### config.mk
export PLATFORM = sky130hd
export DESIGN_NAME = seg7_multi_display
export DESIGN_NICKNAME = d
export VERILOG_FILES = /design/src/rtl/seg7_pkg.sv /design/src/rtl/seg7_hex_digit.sv /design/src/rtl/seg7_multi_display.sv
export SDC_FILE = /design/constraint.sdc
export NUM_CORES = 1
export LEC_CHECK = 0
export ABC_AREA = 1
export CAP_MARGIN = 30
export CORE_ASPECT_RATIO = 0.8
export CORE_MARGIN = 10
export CORE_UTILIZATION = 35
export DETAILED_ROUTE_END_ITERATION = 8
export HOLD_SLACK_MARGIN = 0.15
export PLACE_DENSITY = 0.53
export SKIP_LAST_GASP = 1
export SYNTH_ARGS = -nofsm -noshare
export SYNTH_HDL_FRONTEND = slang
export SYNTH_SLANG_ARGS = --single-unit
### constraint.sdc
create_clock -name clk -period 3.4 [get_ports clk]
set_clock_uncertainty 0.1 [all_clocks]
set_input_delay 0.68 -clock clk [delete_from_list [all_inputs] [get_ports clk]]
set_output_delay 0.68 -clock clk [all_outputs]
set_load 0.02 [all_outputs]
### src/rtl/seg7_pkg.sv
// Shared types and constants for the seven-segment display driver.
// Segment order is bit0=a .. bit6=g, active-low (0 lights a segment).
package seg7_pkg;

  typedef logic [6:0] seg_t;

  // All segments dark
  localparam seg_t SEG_BLANK = 7'h7F;

  // Active-low glyphs for hex digits 0..F
  localparam seg_t SEG_HEX [0:15] = '{
    7'h40, 7'h79, 7'h24, 7'h30,   // 0 1 2 3
    7'h19, 7'h12, 7'h02, 7'h78,   // 4 5 6 7
    7'h00, 7'h10, 7'h08, 7'h03,   // 8 9 A b
    7'h46, 7'h21, 7'h06, 7'h0E    // C d E F
  };

endpackage

### src/rtl/seg7_hex_digit.sv
// Combinational nibble to active-low seven-segment glyph lookup.
module seg7_hex_digit
  import seg7_pkg::*;
(
  input  logic [3:0] nib,
  output seg_t       seg
);

  // Table lookup of the glyph for one nibble
  always_comb begin
    seg = SEG_HEX[nib];
  end

endmodule

### src/rtl/seg7_multi_display.sv
// Registered N-digit hex driver for a seven-segment bank.
// Captures nibbles/enable/blink masks on ld, decodes each digit, and applies
// per-digit enable and blink blanking. The blink phase comes from a free-running
// prescaler that toggles blink_on every BLINK_DIV clocks.
// Optional feature: define SEG7_LZB_EN to blank leading zero digits (digit 0 is
// always kept so a zero value still shows "0").
module seg7_multi_display
  import seg7_pkg::*;
#(
  parameter int N_DIGITS  = 4,
  parameter int BLINK_DIV = 25000000
) (
  input  logic                    clk,
  input  logic                    rst,
  input  logic                    ld,
  input  logic [4*N_DIGITS-1:0]   val,
  input  logic [N_DIGITS-1:0]     en_mask,
  input  logic [N_DIGITS-1:0]     blink_mask,
  output logic [7*N_DIGITS-1:0]   hex,
  output logic                    blink_on
);

  localparam int             CNT_W    = $clog2(BLINK_DIV);
  localparam logic [CNT_W-1:0] CNT_LAST = CNT_W'(BLINK_DIV - 1);

  logic [4*N_DIGITS-1:0] val_r;
  logic [N_DIGITS-1:0]   en_r;
  logic [N_DIGITS-1:0]   blk_r;
  logic [CNT_W-1:0]      cnt_r;
  logic                  blink_on_r;
  logic [7*N_DIGITS-1:0] hex_r;
  logic [7*N_DIGITS-1:0] hex_nxt_s;
  logic [N_DIGITS-1:0]   blank_s;
  seg_t                  dig_seg_s [N_DIGITS];

  // Capture registers: load on ld, otherwise hold
  always_ff @(posedge clk) begin
    if (rst) begin
      val_r <= '0;
      en_r  <= '0;
      blk_r <= '0;
    end else if (ld) begin
      val_r <= val;
      en_r  <= en_mask;
      blk_r <= blink_mask;
    end
  end

  // Free-running blink prescaler; toggles phase on wrap, independent of ld
  always_ff @(posedge clk) begin
    if (rst) begin
      cnt_r      <= '0;
      blink_on_r <= 1'b1;
    end else if (cnt_r == CNT_LAST) begin
      cnt_r      <= '0;
      blink_on_r <= ~blink_on_r;
    end else begin
      cnt_r      <= cnt_r + CNT_W'(1);
      blink_on_r <= blink_on_r;
    end
  end

  // One glyph decoder per digit, fed from the captured nibbles
  genvar g;
  generate
    for (g = 0; g < N_DIGITS; g++) begin : g_dig
      seg7_hex_digit u_dig (
        .nib (val_r[4*g +: 4]),
        .seg (dig_seg_s[g])
      );
    end
  endgenerate

`ifdef SEG7_LZB_EN
  logic [N_DIGITS-1:0] lz_keep_s;
  logic                lz_seen_s;

  // Scan from the top digit down; keep a digit once a nonzero nibble is seen
  always_comb begin
    lz_seen_s = 1'b0;
    lz_keep_s = '0;
    for (int i = N_DIGITS - 1; i >= 0; i--) begin
      lz_seen_s    = lz_seen_s | (val_r[4*i +: 4] != 4'h0);
      lz_keep_s[i] = lz_seen_s | (i == 0);
    end
  end
`endif

  // Per-digit blanking: disabled digit, or blinking digit in the off-phase
  always_comb begin
    blank_s = '0;
    for (int i = 0; i < N_DIGITS; i++) begin
`ifdef SEG7_LZB_EN
      blank_s[i] = ~en_r[i] | (blk_r[i] & ~blink_on_r) | ~lz_keep_s[i];
`else
      blank_s[i] = ~en_r[i] | (blk_r[i] & ~blink_on_r);
`endif
    end
  end

  // Assemble the next segment word from glyphs and blanking
  always_comb begin
    hex_nxt_s = '1;
    for (int i = 0; i < N_DIGITS; i++) begin
      if (blank_s[i]) begin
        hex_nxt_s[7*i +: 7] = SEG_BLANK;
      end else begin
        hex_nxt_s[7*i +: 7] = dig_seg_s[i];
      end
    end
  end

  // Output register; dark while in reset
  always_ff @(posedge clk) begin
    if (rst) begin
      hex_r <= '1;
    end else begin
      hex_r <= hex_nxt_s;
    end
  end

  assign hex      = hex_r;
  assign blink_on = blink_on_r;

endmodule

# After elaboration in Yosys (flattened, before gate mapping)
# Memories as Yosys holds them, arrays and structs flattened. A register that Yosys moved wholly into a read port is not among the register bits.
# Cells that the tools add are included.
# Widths: inputs -> output; s select.
[word_totals]
mem_count = 4
mem_bits_ro = 448
register_bits = 50
wordCells = 33
out_inout_bits = 29
[memory_table]
columns = ["memory", "words", "word_bits", "read_ports", "rd_ports_with_merged_regs", "write_ports", "line", "text"]
rows = [
  ["(no name shown)", 16, 7, 1, 1, 0, "seg7_hex_digit.sv:11", "seg = SEG_HEX[nib];"],
  ["(no name shown)", 16, 7, 1, 1, 0, "seg7_hex_digit.sv:11", ""],
  ["(no name shown)", 16, 7, 1, 1, 0, "seg7_hex_digit.sv:11", ""],
  ["(no name shown)", 16, 7, 1, 1, 0, "seg7_hex_digit.sv:11", ""],
]
[classes]
bitwise_logic = 17
addsub = 1
reduce_logical = 5
eq_ne = 1
[ops]
columns = ["op", "n"]
rows = [
  ["$add 25x1->25 const B", 1],
  ["$eq 25x25->1 const B", 1],
  ["$not 4->5", 4],
  ["$reduce_or 2->1", 5],
  ["$not 1->1", 5],
  ["$and 1x1->1", 4],
  ["$or 1x1->1", 4],
]

# Longest topological paths before layout
# Gate-level depths: netlist of run 1.
[logic_depth]
depth_word = 4
ltp_mapped = 9
depth_no_buf = 8

# Modules after synthesis
# Synthesis of run 1 repeated with hierarchy kept, for this count alone.
[hier_totals]
cells_unflattened = 599
area_unflattened_um2 = 4086.4
[modules_own_cells]
columns = ["module", "area_per_inst_um2", "n_inst", "cells_per_inst"]
rows = [
  ["seg7_multi_display", 2995.4, 1, 403],
  ["seg7_hex_digit (g_dig[0].u_dig ...)", 274.0, 3, 49],
  ["seg7_hex_digit (g_dig[1].u_dig)", 269.0, 1, 49],
]

# Worst setup path before layout of run 1
# No wires, ideal clock.
[synth_path]
path_kind = "input -> register"
start = "in rst"
end = "reg hex_r[17], in the netlist hex[17]"
slack_ns = 1.730
setup_time_ns = 0.152
t_arrival_ns = 1.417
stages = 5
required_ns = 3.148
path_cell_list = "inv_1 > buf_4 > nand2_1 > a21oi_1 > o311ai_0"
[synth_via]
elab_chain_len = 1
[synth_lines]
columns = ["item", "line", "text"]
rows = [
  ["from (decl)", "seg7_multi_display.sv:14", "input logic rst,"],
  ["$reduce_or 2->1 (no source line)", "-", ""],
  ["to (decl)", "seg7_multi_display.sv:31", "logic [7*N_DIGITS-1:0] hex_r;"],
]
# No other way between the ends.
# A chain may end at the register's enable or synchronous reset.

# Worst setup path in the final report of run 1
[layout_path]
start = "in rst"
end = "reg hex_r[19], in the netlist hex[19]"
# The elaborated chain is that of the path after synthesis.

==> results of run 1 <==
[flip-flops by register name, indices dropped and copies added (netlist names)]
| name | cells |
|---|---|
| blink_on | 1 |
| blk_r | 4 |
| cnt_r | 25 |
| en_r | 4 |
| hex | 28 |
| val_r | 16 |
[through the flow]
stage	area, µm²	hold WS (ns)	util, %	instances
detailed placement	4410	0.346	42.4	676
global route	4680	0.379	45.0	692
global placement	4410	0.342	42.4	676
CTS	4680	0.360	45.0	692
floorplan	3770	0.327	-	496
finish	4680	0.356	45.0	692
[per-layer routing]
metal	vias to the layer above	share of wire, %
li1	1734	-
met1	1459	51
met2	62	42
met3	13	5.8
met4	0	1.4
met5	-	0
[worst max path at each step]
stage / end / slack [ns] / depth (start not counted)
final: hex[19]$_SDFF_PP1_ / 1.25 / 5
after global routing: hex[19]$_SDFF_PP1_ / 1.06 / 5
after CTS: blink_on / 1.24 / 1
after global placement: hex[10]$_SDFF_PP1_ / 0.96 / 3
after detailed placement: hex[19]$_SDFF_PP1_ / 0.91 / 5
after floorplan: hex[17]$_SDFF_PP1_ / 1.73 / 5
[layout make-up]
type | count | share of cell area (%)
clock buffers | 10 | 4.89
clock inverters | 6 | 0.828
inverters | 48 | 3.85
multi-input cells | 353 | 41.3
flip-flops and latches | 78 | 33.4
well taps | 140 | 3.74
repair buffers | 57 | 12.1
[cell usage after synthesis, drive strengths merged (5+ instances only)]
library cell and number:
nor2 74, o211ai 7, a21oi 42, ha 25, nand2 89, buf 5
clkbuf 12, xnor2 5, o311ai 6, nand3 32, o21ai 50, dfxtp 78
a211oi 5, inv 48
[cells by family after synthesis]
group | Yosys count
compound gates | 115
buf+inv | 65
fa+ha+maj | 25
xor+xnor | 9
flops | 78
simple gates | 204
[worst max-delay path, stage by stage]
cell and delay, ns:
clkdlybuf4s50_1 0.47, inv_1 0.36, nand2_1 0.09, a21oi_1 0.41
o311ai_0 0.23
[where the power goes]
part	total, W	internal [W]	leakage, nW	switching, W
clock network	0.000855	0.000491	0.128	0.000364
registers	0.000990	0.000953	0.639	0.0000364
logic	0.000225	0.000101	0.936	0.000124
total	0.00207	0.00155	1.70	0.000525
==> run_results.csv, run 1 <==
group,metric,value,unit
run_status,status,"complete, no violations",
detailed_routing,vias_per_cell,4.72,
grt,grt_max_degree,26,
layout,fin_nets,599,
clock_tree,cts_inserted_buffers,9,
logic_synthesis,synth_cell_type_count,28,
critical_path,rrSetupSlack,1.55,ns
grt,gr-usage-met2,17.2,%
detailed_routing,drt_pre_antenna_iters,4,
logic_synthesis,yosysSeqAreaShare,41.4,%
layout,diodes,0,
clock_tree,clock_path_buffers,2,
logic_synthesis,netlist.area_leader.share,41.4,%
logic_synthesis,muxShareOfSynthArea,0,%
grt,grt_pass1_vias,3073,
logic_synthesis,synth_top_family_by_area,"simple AND/OR/NAND/NOR gates",
layout,final_common_cell,"nand2_1",
die,die_x,136,µm
clock_tree,clkSinkCount,78,
grt,grt_util_met1,15.7,%
detailed_routing,drc,0,
die,dieArea,15400,µm²
clock_tree,postCtsHoldBufs,0,
grt,grt_usage,11.8,%
grt,grt_use_met3,4.16,%
logic_synthesis,synthAdderAreaFrac,8.29,%
power,p_leak,1.70,nW
power,power,0.00207,W
detailed_routing,vias,3268,
power,power_density,442,nW/µm²
sta,slew_violations,0,
sta,rsz0062_at_grt,"false",
critical_path,crit_start,"rst",
logic_synthesis,synth-simple-area-share,23.4,%
logic_synthesis,synth-warning-count,0,
job,drv_cap,0,
detailed_routing,antenna_left,0,
sta,worst_pin_slew,0.829,ns
critical_path,critical_path_arrival,2.23,ns
sta,period_minus_slack,2.15,ns
layout,area_growth,24.2,%
layout,final-seq-area,1560,µm²
die,rows,33,
logic_synthesis,synth_edf_count,0,
critical_path,r2r_end,"hex[10]$_SDFF_PP1_",
clock_tree,cts_htree_levels,3,
clock_tree,clk_pin_slew,0.06,ns
layout,drive_gt1_share,7.43,%
clock_tree,post_cts_buffers,0,
logic_synthesis,synth-compound-area-share,17.5,%
sta,setup_violations,0,
layout,final_cell_mix,"nand2_1 (85), dfxtp_1 (78), nor2_1 (62)",
detailed_routing,wire_per_inst,12.8,µm
min_path,min_from,"cnt_r[0]$_SDFF_PP0_",
sta,fmax,464,MHz
logic_synthesis,synthCells,496,
logic_synthesis,synth_flop_cell,"dfxtp_1",
critical_path,cp-start-kind,"input port",
critical_path,setup.worst_path.end_class,"flop",
detailed_routing,first_iter_violations,147,
critical_path,path_class,"in -> reg",
layout,n_fill_cell,1054,
place,port_buffers,55,
sta,hold_viol,0,
die,pin_count,56,
critical_path,cp_max_fo,18,
logic_synthesis,syn_nets,548,
clock_tree,tritoncts,"built",
place,pre_cts_slack,0.910,ns
logic_synthesis,synth.area.top_cells,"dfxtp_1 (41%), nand2_1 (8.5%), ha_1 (8.3%)",
sta,fin_setup_tns,0,ns
logic_synthesis,synth-xor-area-share,2.09,%
critical_path,crit_required,3.48,ns
clock_tree,cts_resized,0,
grt,busiest_layer,"met2",
logic_synthesis,syn_avg_cell_area,7.60,µm²
logic_synthesis,synthArstFlopShare,0,%
critical_path,reg2regPathDepth,3,
place,place_congestion,0.869,
clock_tree,insertion_delay,0.33,ns
grt,antenna_found_initial,0,
layout,multiInputGateArea,1930,µm²
power,ir_drop,0.000235,V
die,dieHeight,113,µm
logic_synthesis,netlist_area,3770,µm²
logic_synthesis,synth_seq_cells,78,
sta,worst_slack,1.25,ns
detailed_routing,finalWirelength,8.85,mm
sta,slew_headroom,44.4,%
min_path,hold_path.class,"reg -> reg",
die,core_region_area,10400,µm²
place,dp_hpwl,6.70,mm
critical_path,r2r-start,"blink_on$_SDFFE_PP1N_",
clock_tree,clock-root-buffer,"clkbuf_16",
grt,grt_first_pass_wirelength,14.8,mm
logic_synthesis,synth_top_cell_by_area,"dfxtp_1",
sta,fin_crit_sh,63.3,%
min_path,hold_path_depth,1,
min_path,whs_endpoint,"cnt_r[0]$_SDFF_PP0_",
die,start_util,36.2,%
grt,gr-total-overflow,0,
Note: power is estimated with default switching activity, not from simulation.
==> inputs of run 2 (changes only) <==
--- a/config.mk
+++ b/config.mk
@@ -12,7 +12,7 @@
 export CORE_UTILIZATION = 35
 export DETAILED_ROUTE_END_ITERATION = 8
 export HOLD_SLACK_MARGIN = 0.15
-export PLACE_DENSITY = 0.53
+export PLACE_DENSITY = 0.55
 export SKIP_LAST_GASP = 1
 export SYNTH_ARGS = -nofsm -noshare
 export SYNTH_HDL_FRONTEND = slang
==> constraint.sdc (replaced) <==
create_clock -name clk -period 1.9 [get_ports clk]
set_clock_uncertainty 0.1 [all_clocks]
set_input_delay 0.38 -clock clk [delete_from_list [all_inputs] [get_ports clk]]
set_output_delay 0.38 -clock clk [all_outputs]
set_load 0.02 [all_outputs]
==> run 2 against run 1 <==
Net effect:
- sequential share of layout area shrank 0.78 points
- flip-flop and latch count unchanged
- utilization is 1.1 points higher
- first-iteration DRC count increased by 6.1%
- via count increased by 0.73%
- worst setup slack worse by 1.2 ns
- wire length is 1.6% higher
- die area did not move
- clock power up 96%
- largest cell class unchanged
- largest power group unchanged
==> run_results.csv, run 2 (same netlist as run 1, synthesis figures left out) <==
group,metric,value,unit
sta,setup_violations,0,
clock_tree,post_cts_buffers,0,
layout,largest_register_ffs,28,
grt,antenna_found_initial,0,
layout,n_fill_cell,1072,
critical_path,cp_max_fo,3,
min_path,min_from,"cnt_r[0]$_SDFF_PP0_",
detailed_routing,vias,3292,
layout,finalInstanceArea,4790,µm²
critical_path,setup.worst_path.end_class,"output port",
place,dp_hpwl,6.93,mm
clock_tree,cts_htree_levels,3,
clock_tree,postCtsHoldBufs,0,
die,core_region_area,10400,µm²
sta,fin_hold_ws,0.353,ns
place,dp.cells,683,
detailed_routing,antenna_left,0,
die,die_x,136,µm
sta,slew_headroom,71.3,%
critical_path,cpPeakStageDelay,0.63,ns
critical_path,critical_path_arrival,1.34,ns
sta,rsz0062_at_grt,"false",
die,start_util,36.2,%
critical_path,reg2regPathDepth,9,
layout,area_growth,27.1,%
min_path,hold_path_depth,1,
grt,grt_first_pass_wirelength,15.1,mm
sta,worst_pin_slew,0.425,ns
layout,final_cell_mix,"nand2_1 (85), dfxtp_1 (78), nor2_1 (62)",
layout,diodes,0,
critical_path,path_buf_inv,1,
place,place_congestion,0.875,
critical_path,cp-start-kind,"flop",
detailed_routing,vias_per_cell,4.71,
detailed_routing,drt_pre_antenna_iters,5,
critical_path,rrSetupSlack,0.25,ns
die,dieArea,15400,µm²
run_status,status,"complete, no violations",
place,port_buffers,55,
critical_path,crit_chain,"clkdlybuf4s50_1",
clock_tree,cts_inserted_buffers,9,
place,post_dp_cell_area,4500,µm²
die,dieHeight,113,µm
clock_tree,clock_path_buffers,2,
layout,drive_gt1_share,8.77,%
detailed_routing,wire_per_inst,12.9,µm
layout,final_common_cell,"nand2_1",
die,pin_count,56,
clock_tree,insertion_delay,0.34,ns
critical_path,path_class,"reg -> out",
detailed_routing,drc,0,
sta,hold_viol,0,
critical_path,crit_required,1.42,ns
detailed_routing,first_iter_violations,156,
critical_path,r2r-start,"cnt_r[0]$_SDFF_PP0_",
min_path,hold_path.class,"reg -> reg",
die,rows,33,
power,power_density,808,nW/µm²
power,ir_drop,0.000465,V
detailed_routing,finalWirelength,9.00,mm
grt,gr-total-overflow,0,
clock_tree,tritoncts,"built",
power,p_leak,1.76,nW
grt,grt_pass1_vias,3143,
sta,slew_violations,0,
grt,grt_max_degree,33,
sta,period_minus_slack,1.82,ns
clock_tree,clock-root-buffer,"clkbuf_16",
clock_tree,cts_resized,0,
layout,final_cells,699,
grt,grt_usage,12.0,%
critical_path,r2r_end,"cnt_r[17]$_SDFF_PP0_",
job,drv_cap,0,
critical_path,cp_slowest_cell,"clkdlybuf4s50_1",
sta,fin_setup_tns,0,ns
critical_path,critPathTopFamily,"buffers and inverters",
clock_tree,clk_pin_slew,0.06,ns
clock_tree,clkSinkCount,78,
sta,fin_crit_sh,95.6,%
min_path,whs_endpoint,"cnt_r[0]$_SDFF_PP0_",
layout,fin_nets,606,
sta,fmax,551,MHz
==> run 2: routing by layer <==
layer  vias to the layer above  share of wire (%)  global-route usage [%]
li1                       1750                  -                       -
met1                      1461                 50                    15.9
met2                        73                 42                    17.8
met3                         8                7.1                    4.11
met4                         0                1.3                    3.83
met5                         -                  0                       0
==> run 2: area by class of cell <==
cell class	instances	area (µm²)	area share, %
Multi-Input combinational cell	353	1930	40.3
Sequential cell	78	1560	32.6
Timing Repair Buffer	64	656	13.7
Clock buffer	9	225	4.70
Inverter	48	180	3.76
Tap cell	140	175	3.65
Clock inverter	7	65.1	1.36
==> run 2: power breakdown <==
group	leakage [nW]	internal (W)	total (W)	switching, W
sequential	0.639	0.00171	0.00177	0.0000643
combinational	0.984	0.000199	0.000426	0.000227
clock	0.141	0.00101	0.00168	0.000672
==> run 2: stage by stage <==
stage,setup WS (ns),total power [W],util (%)
6_report,0.0836,0.00387,46.1
5_1_grt,0.0306,0.00406,46.1
2_1_floorplan,0.403,0.00205,-
4_1_cts,0.0464,0.00392,46.1
3_3_place_gp,0.112,0.00223,43.3
3_5_place_dp,0.0630,0.00223,43.3
==> run 2: worst max-delay path by stage <==
stage          slack [ns]                  start            endpoint  cells after the start
2_1_floorplan        0.40  blink_on$_SDFFE_PP1N_  hex[10]$_SDFF_PP1_                      3
3_3_place_gp         0.11                    rst  hex[17]$_SDFF_PP1_                      6
3_5_place_dp         0.06                    rst   hex[0]$_SDFF_PP1_                      5
4_1_cts              0.05  blink_on$_SDFFE_PP1N_            blink_on                      1
5_1_grt              0.03  blink_on$_SDFFE_PP1N_            blink_on                      1
6_report             0.08  blink_on$_SDFFE_PP1N_            blink_on                      1
==> inputs of run 3 (changes only) <==
--- a/config.mk
+++ b/config.mk
@@ -12,8 +12,8 @@
 export CORE_UTILIZATION = 35
 export DETAILED_ROUTE_END_ITERATION = 8
 export HOLD_SLACK_MARGIN = 0.15
-export PLACE_DENSITY = 0.55
-export SKIP_LAST_GASP = 1
+export MAX_ROUTING_LAYER = met4
+export PLACE_DENSITY_LB_ADDON = 0.1
 export SYNTH_ARGS = -nofsm -noshare
 export SYNTH_HDL_FRONTEND = slang
 export SYNTH_SLANG_ARGS = --single-unit
==> run 3 against run 2 <==
Net effect:
- non-clock buffer count is the same
- via count increased by 1.2%
- total power down 4.4%
- global-route usage rose by 0.22 points
- combinational power barely moved
- clock power shrank 10%
- utilization decreased by 0.32 points
- critical endpoint unchanged
- highest routed layer unchanged
==> run_results.csv, run 3 (same netlist as run 1, synthesis figures left out) <==
group,metric,value,unit
critical_path,cp_slowest_cell,"clkdlybuf4s50_1",
detailed_routing,antenna_left,0,
sta,worst_slack,0.0951,ns
sta,slew_headroom,73.6,%
die,pin_count,56,
sta,hold_viol,0,
grt,grt_first_pass_wirelength,14.9,mm
sta,period_minus_slack,1.80,ns
layout,utilization,45.8,%
power,ir_drop,0.000630,V
critical_path,rrSetupSlack,0.25,ns
die,die_x,136,µm
place,dp_hpwl,6.92,mm
detailed_routing,drt_pre_antenna_iters,4,
min_path,hold_path.class,"reg -> reg",
critical_path,path_depth,1,
clock_tree,cts_htree_levels,3,
critical_path,crit_required,1.42,ns
die,dieArea,15400,µm²
detailed_routing,finalWirelength,8.99,mm
clock_tree,cts_resized,0,
power,power_density,778,nW/µm²
critical_path,r2r_end,"cnt_r[18]$_SDFF_PP0_",
layout,final_common_cell,"nand2_1",
critical_path,path_class,"reg -> out",
min_path,min_from,"cnt_r[24]$_SDFF_PP0_",
grt,grt_pass1_vias,3056,
critical_path,crit_chain,"clkdlybuf4s50_1",
clock_tree,post_cts_buffers,0,
layout,area_growth,26.2,%
die,core_region_area,10400,µm²
detailed_routing,wire_per_inst,12.9,µm
clock_tree,clkSinkCount,78,
detailed_routing,first_iter_violations,206,
place,port_buffers,55,
critical_path,cp-start-kind,"flop",
min_path,hold_path_depth,2,
layout,fin_nets,606,
grt,grt_usage,12.2,%
sta,fin_crit_sh,95.0,%
sta,rsz0062_at_grt,"false",
layout,finalInstanceArea,4760,µm²
critical_path,cpPeakStageDelay,0.62,ns
layout,final_cell_mix,"nand2_1 (85), dfxtp_1 (78), nor2_1 (62)",
sta,setup_violations,0,
place,pre_cts_slack,0.174,ns
job,drv_cap,0,
layout,largest_register_ffs,28,
critical_path,path_buf_inv,1,
place,post_dp_cell_area,4500,µm²
clock_tree,cts_inserted_buffers,9,
layout,diodes,0,
critical_path,critPathTopFamily,"buffers and inverters",
grt,antenna_found_initial,0,
clock_tree,clk_pin_slew,0.06,ns
die,rows,33,
detailed_routing,drc,0,
clock_tree,tritoncts,"built",
die,start_util,36.2,%
grt,gr-total-overflow,0,
detailed_routing,vias,3332,
sta,slew_violations,0,
critical_path,r2r-start,"cnt_r[0]$_SDFF_PP0_",
sta,worst_pin_slew,0.395,ns
run_status,status,"complete, no violations",
critical_path,critical_path_arrival,1.32,ns
critical_path,cp_max_fo,3,
clock_tree,insertion_delay,0.33,ns
die,dieHeight,113,µm
detailed_routing,vias_per_cell,4.78,
grt,grt_max_degree,31,
sta,fin_setup_tns,0,ns
clock_tree,clock_path_buffers,2,
layout,drive_gt1_share,8.08,%
power,p_leak,1.75,nW
sta,fmax,554,MHz
min_path,whs_endpoint,"cnt_r[24]$_SDFF_PP0_",
clock_tree,clock-root-buffer,"clkbuf_16",
critical_path,reg2regPathDepth,7,
critical_path,setup.worst_path.end_class,"output port",
place,place_congestion,0.887,
clock_tree,postCtsHoldBufs,0,
[run 3: final cells by class]
cell class                      count  area (µm²)
Clock inverter                      2        10.0
Fill cell                        1069        5640
Clock buffer                       12         246
Multi-Input combinational cell    353        1930
Timing Repair Buffer               64         656
Tap cell                          140         175
Sequential cell                    78        1560
Inverter                           48         180
[run 3: stage by stage]
step                power (W)  hold WS (ns)  cells
detailed placement    0.00223         0.349    683
global route          0.00389         0.376    697
floorplan             0.00205         0.327    496
finish                0.00371         0.358    697
global placement      0.00223         0.335    683
CTS                   0.00375         0.363    697
[run 3: per-layer routing]
metal  vias up  share of wire, %  GRT usage, %
met5         -                 0             -
met4         0               1.5          4.46
met3        13               6.2          3.54
met2        90                39          16.1
met1      1482                53          17.0
li1       1747                 -             -
[run 3: worst max path at each step]
| stage | start | endpoint | slack (ns) |
|---|---|---|---|
| 2_1_floorplan | blink_on$_SDFFE_PP1N_ | hex[10]$_SDFF_PP1_ | 0.40 |
| 3_3_place_gp | rst | hex[21]$_SDFF_PP1_ | 0.22 |
| 3_5_place_dp | rst | cnt_r[4]$_SDFF_PP0_ | 0.17 |
| 4_1_cts | blink_on$_SDFFE_PP1N_ | blink_on | 0.06 |
| 5_1_grt | blink_on$_SDFFE_PP1N_ | blink_on | 0.05 |
| 6_report | blink_on$_SDFFE_PP1N_ | blink_on | 0.1 |
[run 3: power breakdown]
part           total (W)  switching [W]  internal (W)
Sequential       0.00177      0.0000631       0.00171
Clock            0.00151       0.000610      0.000900
Combinational   0.000425       0.000226      0.000199
Total            0.00371       0.000899       0.00281
